### config.mk
export PLATFORM = sky130hd
export DESIGN_NAME = axis_tx_arbiter
export DESIGN_NICKNAME = d
export VERILOG_FILES = /design/src/rtl/axis_tx_arbiter.sv
export SDC_FILE = /design/constraint.sdc
export NUM_CORES = 1
export LEC_CHECK = 0
export BUFFER_PORTS_ARGS = -buffer_cell sky130_fd_sc_hd__buf_4
export CAP_MARGIN = 20
export CORE_AREA = 2 2 279 281
export DETAILED_ROUTE_END_ITERATION = 8
export DIE_AREA = 0 0 281 283
export SYNTH_ARGS = -nofsm -noshare
export SYNTH_HDL_FRONTEND = slang
export SYNTH_SLANG_ARGS = --single-unit
### constraint.sdc
create_clock -name clk -period 4.3 [get_ports clk]
set_input_delay 0.645 -clock clk [delete_from_list [all_inputs] [get_ports clk]]
set_output_delay 0.645 -clock clk [all_outputs]
set_load 0.05 [all_outputs]
### src/rtl/axis_tx_arbiter.sv
// Packet-granular round-robin arbiter: four AXI-Stream sources share one TX stream; a grant is held until the TLAST beat.
// One ARB cycle per packet, then a zero-latency pass; downstream TREADY reaches only the granted source.
module axis_tx_arbiter #(
  parameter int DW = 128
) (
  input  logic          clk,
  input  logic          reset,
  input  logic [3:0]    port_enable,
  input  logic [DW-1:0] S0_AXIS_TDATA,
  input  logic [4:0]    S0_AXIS_TUSER,
  input  logic          S0_AXIS_TLAST,
  input  logic          S0_AXIS_TVALID,
  output logic          S0_AXIS_TREADY,
  input  logic [DW-1:0] S1_AXIS_TDATA,
  input  logic [4:0]    S1_AXIS_TUSER,
  input  logic          S1_AXIS_TLAST,
  input  logic          S1_AXIS_TVALID,
  output logic          S1_AXIS_TREADY,
  input  logic [DW-1:0] S2_AXIS_TDATA,
  input  logic [4:0]    S2_AXIS_TUSER,
  input  logic          S2_AXIS_TLAST,
  input  logic          S2_AXIS_TVALID,
  output logic          S2_AXIS_TREADY,
  input  logic [DW-1:0] S3_AXIS_TDATA,
  input  logic [4:0]    S3_AXIS_TUSER,
  input  logic          S3_AXIS_TLAST,
  input  logic          S3_AXIS_TVALID,
  output logic          S3_AXIS_TREADY,
  output logic [DW-1:0] AXIS_TX_TDATA,
  output logic [4:0]    AXIS_TX_TUSER,
  output logic          AXIS_TX_TLAST,
  output logic          AXIS_TX_TVALID,
  input  logic          AXIS_TX_TREADY,
  output logic [3:0]    grant,
  output logic [31:0]   pkt_count
);

  typedef enum logic {ARB, PASS} state_t;

  typedef struct packed {
    logic [DW-1:0] tdata;
    logic [4:0]    tuser;
    logic          tlast;
    logic          tvalid;
  } beat_t;

  state_t     state, state_nxt;
  logic [1:0] sel, last, pick;
  logic       found;
  logic [3:0] cand;
  logic [3:0] tready_v;
  logic       tx_vld;
  logic       pkt_end;
  beat_t      src_beat [4];
  beat_t      sel_beat;

  assign src_beat[0] = '{S0_AXIS_TDATA, S0_AXIS_TUSER, S0_AXIS_TLAST, S0_AXIS_TVALID};
  assign src_beat[1] = '{S1_AXIS_TDATA, S1_AXIS_TUSER, S1_AXIS_TLAST, S1_AXIS_TVALID};
  assign src_beat[2] = '{S2_AXIS_TDATA, S2_AXIS_TUSER, S2_AXIS_TLAST, S2_AXIS_TVALID};
  assign src_beat[3] = '{S3_AXIS_TDATA, S3_AXIS_TUSER, S3_AXIS_TLAST, S3_AXIS_TVALID};

  assign cand = port_enable & {S3_AXIS_TVALID, S2_AXIS_TVALID, S1_AXIS_TVALID, S0_AXIS_TVALID};

  // Search last+1 .. last+4 (mod 4); the final probe lands back on last itself.
  always_comb begin : rr_pick
    logic [1:0] idx;
    found = 1'b0;
    pick  = last;
    idx   = last;
    for (int i = 1; i <= 4; i++) begin
      idx = last + 2'(i);
      if (!found && cand[idx]) begin
        found = 1'b1;
        pick  = idx;
      end
    end
  end

  always_comb begin : fsm_comb
    state_nxt = state;
    sel_beat  = src_beat[sel];
    tready_v  = '0;
    tx_vld    = 1'b0;
    pkt_end   = 1'b0;
    case (state)
      ARB: begin
        if (found) state_nxt = PASS;
      end
      PASS: begin
        tx_vld        = sel_beat.tvalid;
        tready_v[sel] = AXIS_TX_TREADY & ~reset;
        pkt_end       = tx_vld & AXIS_TX_TREADY & sel_beat.tlast & ~reset;
        if (pkt_end) state_nxt = ARB;
      end
      default: state_nxt = ARB;
    endcase
  end

  always_ff @(posedge clk) begin
    if (reset) begin
      state     <= ARB;
      sel       <= 2'd0;
      last      <= 2'd3;
      grant     <= 4'b0000;
      pkt_count <= 32'd0;
    end else begin
      state <= state_nxt;
      if (state == ARB && found) begin
        sel   <= pick;
        last  <= pick;
        grant <= 4'b0001 << pick;
      end
      if (pkt_end) begin
        grant     <= 4'b0000;
        pkt_count <= pkt_count + 32'd1;
      end
    end
  end

  assign AXIS_TX_TDATA  = sel_beat.tdata;
  assign AXIS_TX_TUSER  = sel_beat.tuser;
  assign AXIS_TX_TLAST  = sel_beat.tlast;
  assign AXIS_TX_TVALID = tx_vld;

  assign S0_AXIS_TREADY = tready_v[0];
  assign S1_AXIS_TREADY = tready_v[1];
  assign S2_AXIS_TREADY = tready_v[2];
  assign S3_AXIS_TREADY = tready_v[3];

endmodule

==> results of run 1 <==
Yosys cell counts, drive strengths merged, types with 4 or more instances:
| master | n |
|---|---|
| buf | 27 |
| nor3 | 13 |
| and2 | 4 |
| dfxtp | 41 |
| nor2 | 36 |
| xor2 | 7 |
| xnor2 | 19 |
| a21oi | 9 |
| nand2 | 23 |
| and3 | 9 |
| mux4 | 135 |
| nand4 | 8 |
| nand3 | 13 |
| clkbuf | 17 |
| or3 | 4 |
| and4 | 4 |
| nor4 | 11 |
layer usage:
metal  up-vias  wire [µm]  share of wire [%]
met2       647      29600                 42
met4        90       1800                2.6
met1      3580      23000                 33
met3       172      14700                 21
met5         -        587               0.84
li1       3198          -                  -
worst paths after layout:
check             startpoint                end  slack [ns]
setup / recovery      sel[0]  AXIS_TX_TDATA[95]        1.24
hold / removal      grant[1]           grant[1]        0.50
setup reg to reg      sel[0]      pkt_count[31]        1.61
hold reg to reg     grant[1]           grant[1]        0.50
cell type report:
class	instances	area (µm²)	area share [%]
repair buffers	733	5540	45.7
inverters	3	11.3	0.0929
flip-flops and latches	41	828	6.83
multi-input cells	328	4210	34.7
well taps	1040	1300	10.7
clock inverters	2	35.0	0.289
diodes	30	75.1	0.619
clock buffers	6	129	1.06
report_power, final:
part	switching, mW	internal, mW
Combinational	1.31	0.970
Sequential	0.0558	0.390
Clock	0.146	0.273
registers in the layout (all words and copies together), names as in the netlist:
signal,flops
sel,2
pkt_count,32
state,1
last,2
grant,4
logic make-up after synthesis:
family,Yosys count
and+or+nand+nor,136
xor gates and xnor gates,26
buffers and inverters,47
AOI/OAI and AO/OA,28
DFF,41
muxes,137
adders and majority gates,1
worst max-delay path, cell delays in order, from the launching register on:
cell     delay [ns]
dfxtp_4        0.82
buf_12         0.37
mux4_2         0.57
buf_4          0.21
==> results.sh, run 1 <==
export IMPL_outcome="complete, no violations"
export IMPL_synth_top_area_cell="mux4_2"
export IMPL_syn_mean_instance_area_um2=12.5
export IMPL_synth_distinct_cells=47
export IMPL_cp_end_kind="output port"
export IMPL_placed_cell_area_um2=11900
export IMPL_tritoncts="done"
export IMPL_synth_top_family_by_area="multiplexers"
export IMPL_report_final_slew_viol_count=0
export IMPL_utilization_pct=15.8
export IMPL_grt_ovfl_total=0
export IMPL_grt_first_pass_wirelength_mm=84.0
export IMPL_dpl_cell_count=2145
export IMPL_ant_nets=0
export IMPL_worstSetupPathType="reg2out"
export IMPL_fill_cells=8675
export IMPL_synth_top_area_share_pct=58.3
export IMPL_synthMuxAreaShare_pct=58.7
export IMPL_clk_latency_ns=0.28
export IMPL_ys_warn_count=0
export IMPL_synth_adder_area_share_pct=0.240
export IMPL_slew_headroom_pct=49.6
export IMPL_die_y_um=283
export IMPL_synth_simple_area_share_pct=13.7
export IMPL_drtIter0Drc=430
export IMPL_rsz0062_at_grt="false"
export IMPL_use_met1_pct=16.6
export IMPL_io_buffers=721
export IMPL_place_gp_congestion=0.896
export IMPL_power_density_nw_per_um2=259
export IMPL_netlist_instances=416
export IMPL_peakVddDrop_uv=174
export IMPL_cp_start_kind="flip-flop"
export IMPL_final_common_cell="buf_4"
export IMPL_final_cell_mix="buf_4 (730), mux4_2 (135), dfxtp_1 (39)"
export IMPL_dieArea_um2=79500
export IMPL_fin_crit_ns=3.06
export IMPL_drc_errors=0
export IMPL_setup_violations=0
export IMPL_core_area_um2=76700
export IMPL_finClkSkew_ns=0.00945
export IMPL_synth_edf_count=0
export IMPL_synthArstFlopShare_pct=0
export IMPL_drv_cap=0
export IMPL_antenna_found_initial=112
export IMPL_fin_area_um2=12100
export IMPL_worst_slew_pin_slew_ns=0.757
export IMPL_ys_ff_latch=41
export IMPL_cts_root_buf="clkbuf_16"
export IMPL_ys_flop_type="dfxtp_1"
export IMPL_grt_max_degree=74
export IMPL_rows=102
export IMPL_h_tree_depth=2
export IMPL_use_met3_pct=15.5
export IMPL_finalHoldViolCount=0
export IMPL_grt_use_total_pct=16.7
export IMPL_drive_gt1_share_pct=79.2
export IMPL_clock_sinks=41
export IMPL_post_cts_resized=0
export IMPL_cts_setup_buffers=0
export IMPL_num_vias=7687
export IMPL_grt_util_met2_pct=25.0
export IMPL_grt_pass1_vias=7731
export IMPL_syn_area_um2=5220
export IMPL_fin_crit_sh_pct=71.1
export IMPL_instances_no_fill=2183
export IMPL_wire_per_inst_um=31.9
export IMPL_num_io_pins=722
export IMPL_fin_ws_ns=1.24
export IMPL_hold_path_class="reg2reg"
export IMPL_dp_hpwl_mm=65.3
export IMPL_p_total_mw=3.15
export IMPL_busiest_layer="met2"
export IMPL_worstPathArrival_ns=2.41
export IMPL_start_util_pct=6.80
export IMPL_synthToLayoutAreaGrowth_pct=133
export IMPL_syn_num_nets=964
export IMPL_numCtsBuffers=5
export IMPL_cts_hold_buffers=0
export IMPL_nets=1660
export IMPL_fin_tns_setup_ns=0
export IMPL_vias_per_cell=3.52
export IMPL_r2r_worst_path_cells=5
export IMPL_synth_compound_area_share_pct=3.65
export IMPL_clk_path_buf_depth=2
export IMPL_synth_top_cells_by_area="mux4_2 (58%), dfxtp_1 (16%), xnor2_1 (3.2%), nor2_1 (2.6%), buf_1 (1.6%)"
export IMPL_pre_cts_ws_ns=1.47
export IMPL_dr_pass1_iters=4
export IMPL_holdWs_ns=0.505
export IMPL_cp_data_required_time_ns=3.65
export IMPL_fp_dieW_um=281
export IMPL_routed_wl_mm=69.6
export IMPL_min_path_cells=2
export IMPL_synth_xor_area_share_pct=4.37
export IMPL_path_max_fanout=46
export IMPL_fmax_mhz=327
export IMPL_clk_pin_slew_ns=0.06
export IMPL_seq_area_frac_synth_pct=15.7
export IMPL_leakagePower_nw=5.06
No activity file was read; power rests on OpenSTA's default activity.
==> inputs of run 2 (changes only) <==
CORE_AREA = 2 2 284 286   (was 2 2 279 281)
DIE_AREA = 0 0 286 288   (was 0 0 281 283)
clock period = 2.6 ns   (was 4.3 ns; I/O delays follow)
==> results.sh, run 2 (same netlist as run 1, synthesis figures left out) <==
export IMPL_cts_root_buf="clkbuf_16"
export IMPL_dr_pass1_iters=4
export IMPL_cp_end_kind="output port"
export IMPL_ant_nets=0
export IMPL_worstPathArrival_ns=2.10
export IMPL_leakagePower_nw=5.09
export IMPL_place_gp_congestion=0.906
export IMPL_clk_pin_slew_ns=0.06
export IMPL_synthToLayoutAreaGrowth_pct=134
export IMPL_grt_use_total_pct=15.1
export IMPL_r2r_slack_ns=0.37
export IMPL_fin_tns_setup_ns=0
export IMPL_peakVddDrop_uv=289
export IMPL_hold_path_class="reg2reg"
export IMPL_start_util_pct=6.55
export IMPL_power_density_nw_per_um2=419
export IMPL_grt_first_pass_wirelength_mm=78.9
export IMPL_die_y_um=288
export IMPL_worstHoldStart="grant[0]"
export IMPL_dieArea_um2=82400
export IMPL_reg_top3="pkt_count: 32 flops, grant: 4 flops"
export IMPL_largest_reg_flops=32
export IMPL_seqCellArea_um2=828
export IMPL_cts_setup_buffers=0
export IMPL_report_final_slew_viol_count=0
export IMPL_numCtsBuffers=5
export IMPL_h_tree_depth=2
export IMPL_multi_input_area_um2=4210
export IMPL_grt_ovfl_total=0
export IMPL_r2r_end="pkt_count[31]"
export IMPL_nets=1664
export IMPL_rsz0062_at_grt="false"
export IMPL_wire_per_inst_um=30.2
export IMPL_slew_headroom_pct=41.9
export IMPL_setup_violations=0
export IMPL_cp_data_required_time_ns=2.21
export IMPL_worstSetupPathType="reg2out"
export IMPL_cp_start_kind="flip-flop"
export IMPL_timing_rr_start="pkt_count[9]"
export IMPL_clk_latency_ns=0.28
export IMPL_drtIter0Drc=393
export IMPL_fin_crit_sh_pct=95.6
export IMPL_r2r_worst_path_cells=5
export IMPL_io_buffers=721
export IMPL_final_cell_mix="buf_4 (732), mux4_2 (135), dfxtp_1 (39)"
export IMPL_fp_dieW_um=286
export IMPL_clk_path_buf_depth=2
export IMPL_clock_sinks=41
export IMPL_path_max_fanout=32
export IMPL_finClkSkew_ns=0.00243
export IMPL_routed_wl_mm=66.5
export IMPL_drc_errors=0
export IMPL_vias_per_cell=3.52
export IMPL_fill_cells=9086
export IMPL_largest_register="pkt_count"
export IMPL_drive_gt1_share_pct=79.4
export IMPL_worstSetupStartpoint="sel[0]"
export IMPL_grt_max_degree=107
export IMPL_outcome="complete, no violations"
export IMPL_grt_pass1_vias=7641
export IMPL_dp_hpwl_mm=62.2
export IMPL_fmax_mhz=402
export IMPL_crit_end="AXIS_TX_TDATA[105]"
export IMPL_num_io_pins=722
export IMPL_tritoncts="done"
export IMPL_final_common_cell="buf_4"
export IMPL_fin_crit_ns=2.49
export IMPL_drv_cap=0
export IMPL_core_area_um2=79600
export IMPL_antenna_found_initial=102
export IMPL_finalHoldViolCount=0
export IMPL_worst_slew_pin_slew_ns=0.871
export IMPL_holdWs_ns=0.468
export IMPL_rows=104
export IMPL_num_vias=7733
## run 2: changes by cell type in the layout (fill, tap and decap cells not counted)
| cell | delta |
|---|---|
| buf_16 | +1 |
| buf_4 | +2 |
| bufinv_16 | -1 |
| clkbuf_1 | -1 |
| clkbuf_16 | +1 |
| clkbuf_8 | +2 |
| diode_2 | -7 |
| nor4_1 | -1 |
| nor4_2 | +1 |
## run 2: power breakdown
part	leakage, nW	switching (mW)	internal [mW]
Clock	0.0800	0.249	0.407
Sequential	0.333	0.0249	0.645
Combinational	4.68	2.17	1.62
Total	5.09	2.45	2.67
## run 2: per-stage QoR
stage	area (µm²)	worst slack (ns)	instances	total power [mW]	util [%]
after global routing	12200	0.0347	2189	5.29	15.3
after global placement	12000	0.345	2168	4.45	15.0
after CTS	12100	0.0463	2176	5.13	15.2
after floorplan	5220	0.0688	416	2.98	-
after detailed placement	12000	0.337	2168	4.47	15.0
final	12200	0.113	2200	5.12	15.3
## run 2: worst min-delay path by stage
stage	depth (start not counted)	endpoint	slack (ns)
2_1_floorplan	2	state	0.58
3_3_place_gp	2	grant[0]	0.45
3_5_place_dp	2	grant[0]	0.46
4_1_cts	2	grant[0]	0.47
5_1_grt	2	grant[0]	0.50
6_report	2	grant[0]	0.47
## run 2: routing by layer
layer	global-route usage [%]	share of wire, %
met1	15.9	34
met2	25.9	47
met3	8.88	15
met5	0	0.52
met4	3.15	3.1
## run 2: layout make-up
class                   count  area share [%]
clock buffers               7            1.25
clock inverters             1          0.0410
well taps                1060            10.9
multi-input cells         328            34.5
diodes                     23           0.472
flip-flops and latches     41            6.79
repair buffers            737            46.0
inverters                   3          0.0923
## run 2: critical path, cell delays in order, from the launching register on
cell,delay (ns)
dfxtp_4,0.40
buf_4,0.51
mux4_2,0.62
buf_4,0.21
## run 2: repair_timing
action,in CTS,in global routing
setup endpoints to repair,0,6
gates resized for setup,0,1
endpoints found under the hold margin,0,0
hold buffers,0,0
==> inputs of run 3 (changes only) <==
==> constraint.sdc (replaced) <==
create_clock -name clk -period 2.6 [get_ports clk]
set_input_delay 0.52 -clock clk [delete_from_list [all_inputs] [get_ports clk]]
set_output_delay 0.52 -clock clk [all_outputs]
set_load 0.05 [all_outputs]
==> results.sh, run 3 (same netlist as run 1, synthesis figures left out) <==
export IMPL_cp_data_required_time_ns=2.08
export IMPL_final_cell_mix="buf_4 (741), mux4_2 (135), dfxtp_1 (39)"
export IMPL_start_util_pct=6.55
export IMPL_finalHoldViolCount=0
export IMPL_cpPeakStageDelay_ns=0.47
export IMPL_drtIter0Drc=295
export IMPL_worst_slew_pin_slew_ns=0.856
export IMPL_clk_pin_slew_ns=0.06
export IMPL_fmax_mhz=392
export IMPL_numCtsBuffers=5
export IMPL_antenna_found_initial=97
export IMPL_fin_tns_setup_ns=0
export IMPL_cpMaxStageDelayCell="mux4_2"
export IMPL_setup_violations=0
export IMPL_cts_root_buf="clkbuf_16"
export IMPL_largest_reg_flops=32
export IMPL_num_vias=7684
export IMPL_drive_gt1_share_pct=79.5
export IMPL_clk_latency_ns=0.28
export IMPL_grt_max_degree=107
export IMPL_final_common_cell="buf_4"
export IMPL_path_max_fanout=106
export IMPL_p_sw_share_pct=48.1
export IMPL_num_io_pins=722
export IMPL_dpl_cell_count=2178
export IMPL_dieArea_um2=82400
export IMPL_die_y_um=288
export IMPL_p_seq_share_pct=13.1
export IMPL_leakagePower_nw=5.16
export IMPL_synthToLayoutAreaGrowth_pct=136
export IMPL_vias_per_cell=3.48
export IMPL_clock_sinks=41
export IMPL_grt_first_pass_wirelength_mm=80.0
export IMPL_hold_path_class="reg2reg"
export IMPL_instances_no_fill=2209
export IMPL_nets=1676
export IMPL_cp_end_kind="output port"
export IMPL_core_area_um2=79600
export IMPL_outcome="complete, no violations"
export IMPL_rsz0062_at_grt="false"
export IMPL_rows=104
export IMPL_cp_start_kind="flip-flop"
export IMPL_pwr_share_clk_pct=11.5
export IMPL_ant_nets=0
export IMPL_slew_headroom_pct=42.9
export IMPL_fp_dieW_um=286
export IMPL_grt_use_total_pct=15.3
export IMPL_report_final_slew_viol_count=0
export IMPL_fill_cells=9024
export IMPL_wire_per_inst_um=30.3
export IMPL_drv_cap=0
export IMPL_finClkSkew_ns=0.00406
export IMPL_io_buffers=721
export IMPL_h_tree_depth=2
export IMPL_fin_crit_sh_pct=98.2
export IMPL_cts_hold_buffers=0
export IMPL_fin_crit_ns=2.55
export IMPL_grt_ovfl_total=0
export IMPL_drc_errors=0
export IMPL_path_cells="buf_12 -> mux4_2 -> buf_4"
export IMPL_p_total_mw=5.12
export IMPL_peakVddDrop_uv=241
export IMPL_worstSetupPathType="reg2out"
export IMPL_cellInternalPower_mw=2.66
export IMPL_grt_pass1_vias=7585
export IMPL_clk_path_buf_depth=2
export IMPL_reg_top3="pkt_count: 32 flops, grant: 4 flops"
export IMPL_pwr_share_comb_pct=75.5
export IMPL_largest_register="pkt_count"
export IMPL_switchingPower_mw=2.47
export IMPL_place_gp_congestion=0.895
export IMPL_tritoncts="done"
export IMPL_dr_pass1_iters=5
export IMPL_worstPathArrival_ns=2.03
export IMPL_routed_wl_mm=67.0
export IMPL_dp_hpwl_mm=62.0
export IMPL_power_density_nw_per_um2=416
-- run 3: area by class of cell --
cell class                 instances  area (µm²)  share of cell area [%]
multi-input combinational        328        4210                    34.2
clock buffer                       6         129                    1.05
sequential                        41         828                    6.73
tap                             1060        1330                    10.8
clock inverter                     1        5.00                  0.0407
inverter                           3        11.3                  0.0915
antenna                           21        52.6                   0.427
timing repair buffer             749        5740                    46.7
-- run 3: power groups by stage --
stage	registers, mW	clock network [mW]	logic, mW
final	0.671	0.587	3.87
after global routing	0.673	0.627	4.01
after CTS	0.677	0.596	3.87
after detailed placement	0.686	0	3.83
after global placement	0.686	0	3.81
after floorplan	0.686	0	2.29
-- run 3: critical path, delay by kind of cell (launching register included) --
family	cells	cell delay, ns
buf+inv	2	0.54
mux	1	0.47
flops	1	0.41
-- run 3: stage by stage --
step / utilization, % / instance area [µm²] / hold slack, ns / setup WS, ns
after floorplan: - / 5220 / 0.579 / 0.0688
after global placement: 15.1 / 12000 / 0.457 / 0.0818
after detailed placement: 15.1 / 12000 / 0.460 / 0.0822
after CTS: 15.3 / 12200 / 0.468 / 0.00379
after global routing: 15.4 / 12300 / 0.484 / 0.0320
final: 15.5 / 12300 / 0.464 / 0.0480
-- run 3: path summary, 6_finish.rpt --
path / to / cells after the start / slack (ns) / from
setup reg to reg: pkt_count[31] / 6 / 0.11 / sel[0]
setup / recovery: AXIS_TX_TDATA[31] / 3 / 0.05 / sel[1]
hold reg to reg: grant[0] / 2 / 0.46 / grant[0]
hold / removal: grant[0] / 2 / 0.46 / grant[0]
-- run 3: metal layers --
layer  GRT usage, %  wire [µm]  vias up
li1               -          -     3218
met1           16.5      23000     3612
met2           25.8      31700      641
met3           8.57      10000      167
met4           3.52       1970       46
met5              0        284        -
-- run 3: timing repair --
action	CTS	global route
resized for setup	1	0
buffers inserted	0	2
setup endpoints to repair	31	27
gates cloned	1	0
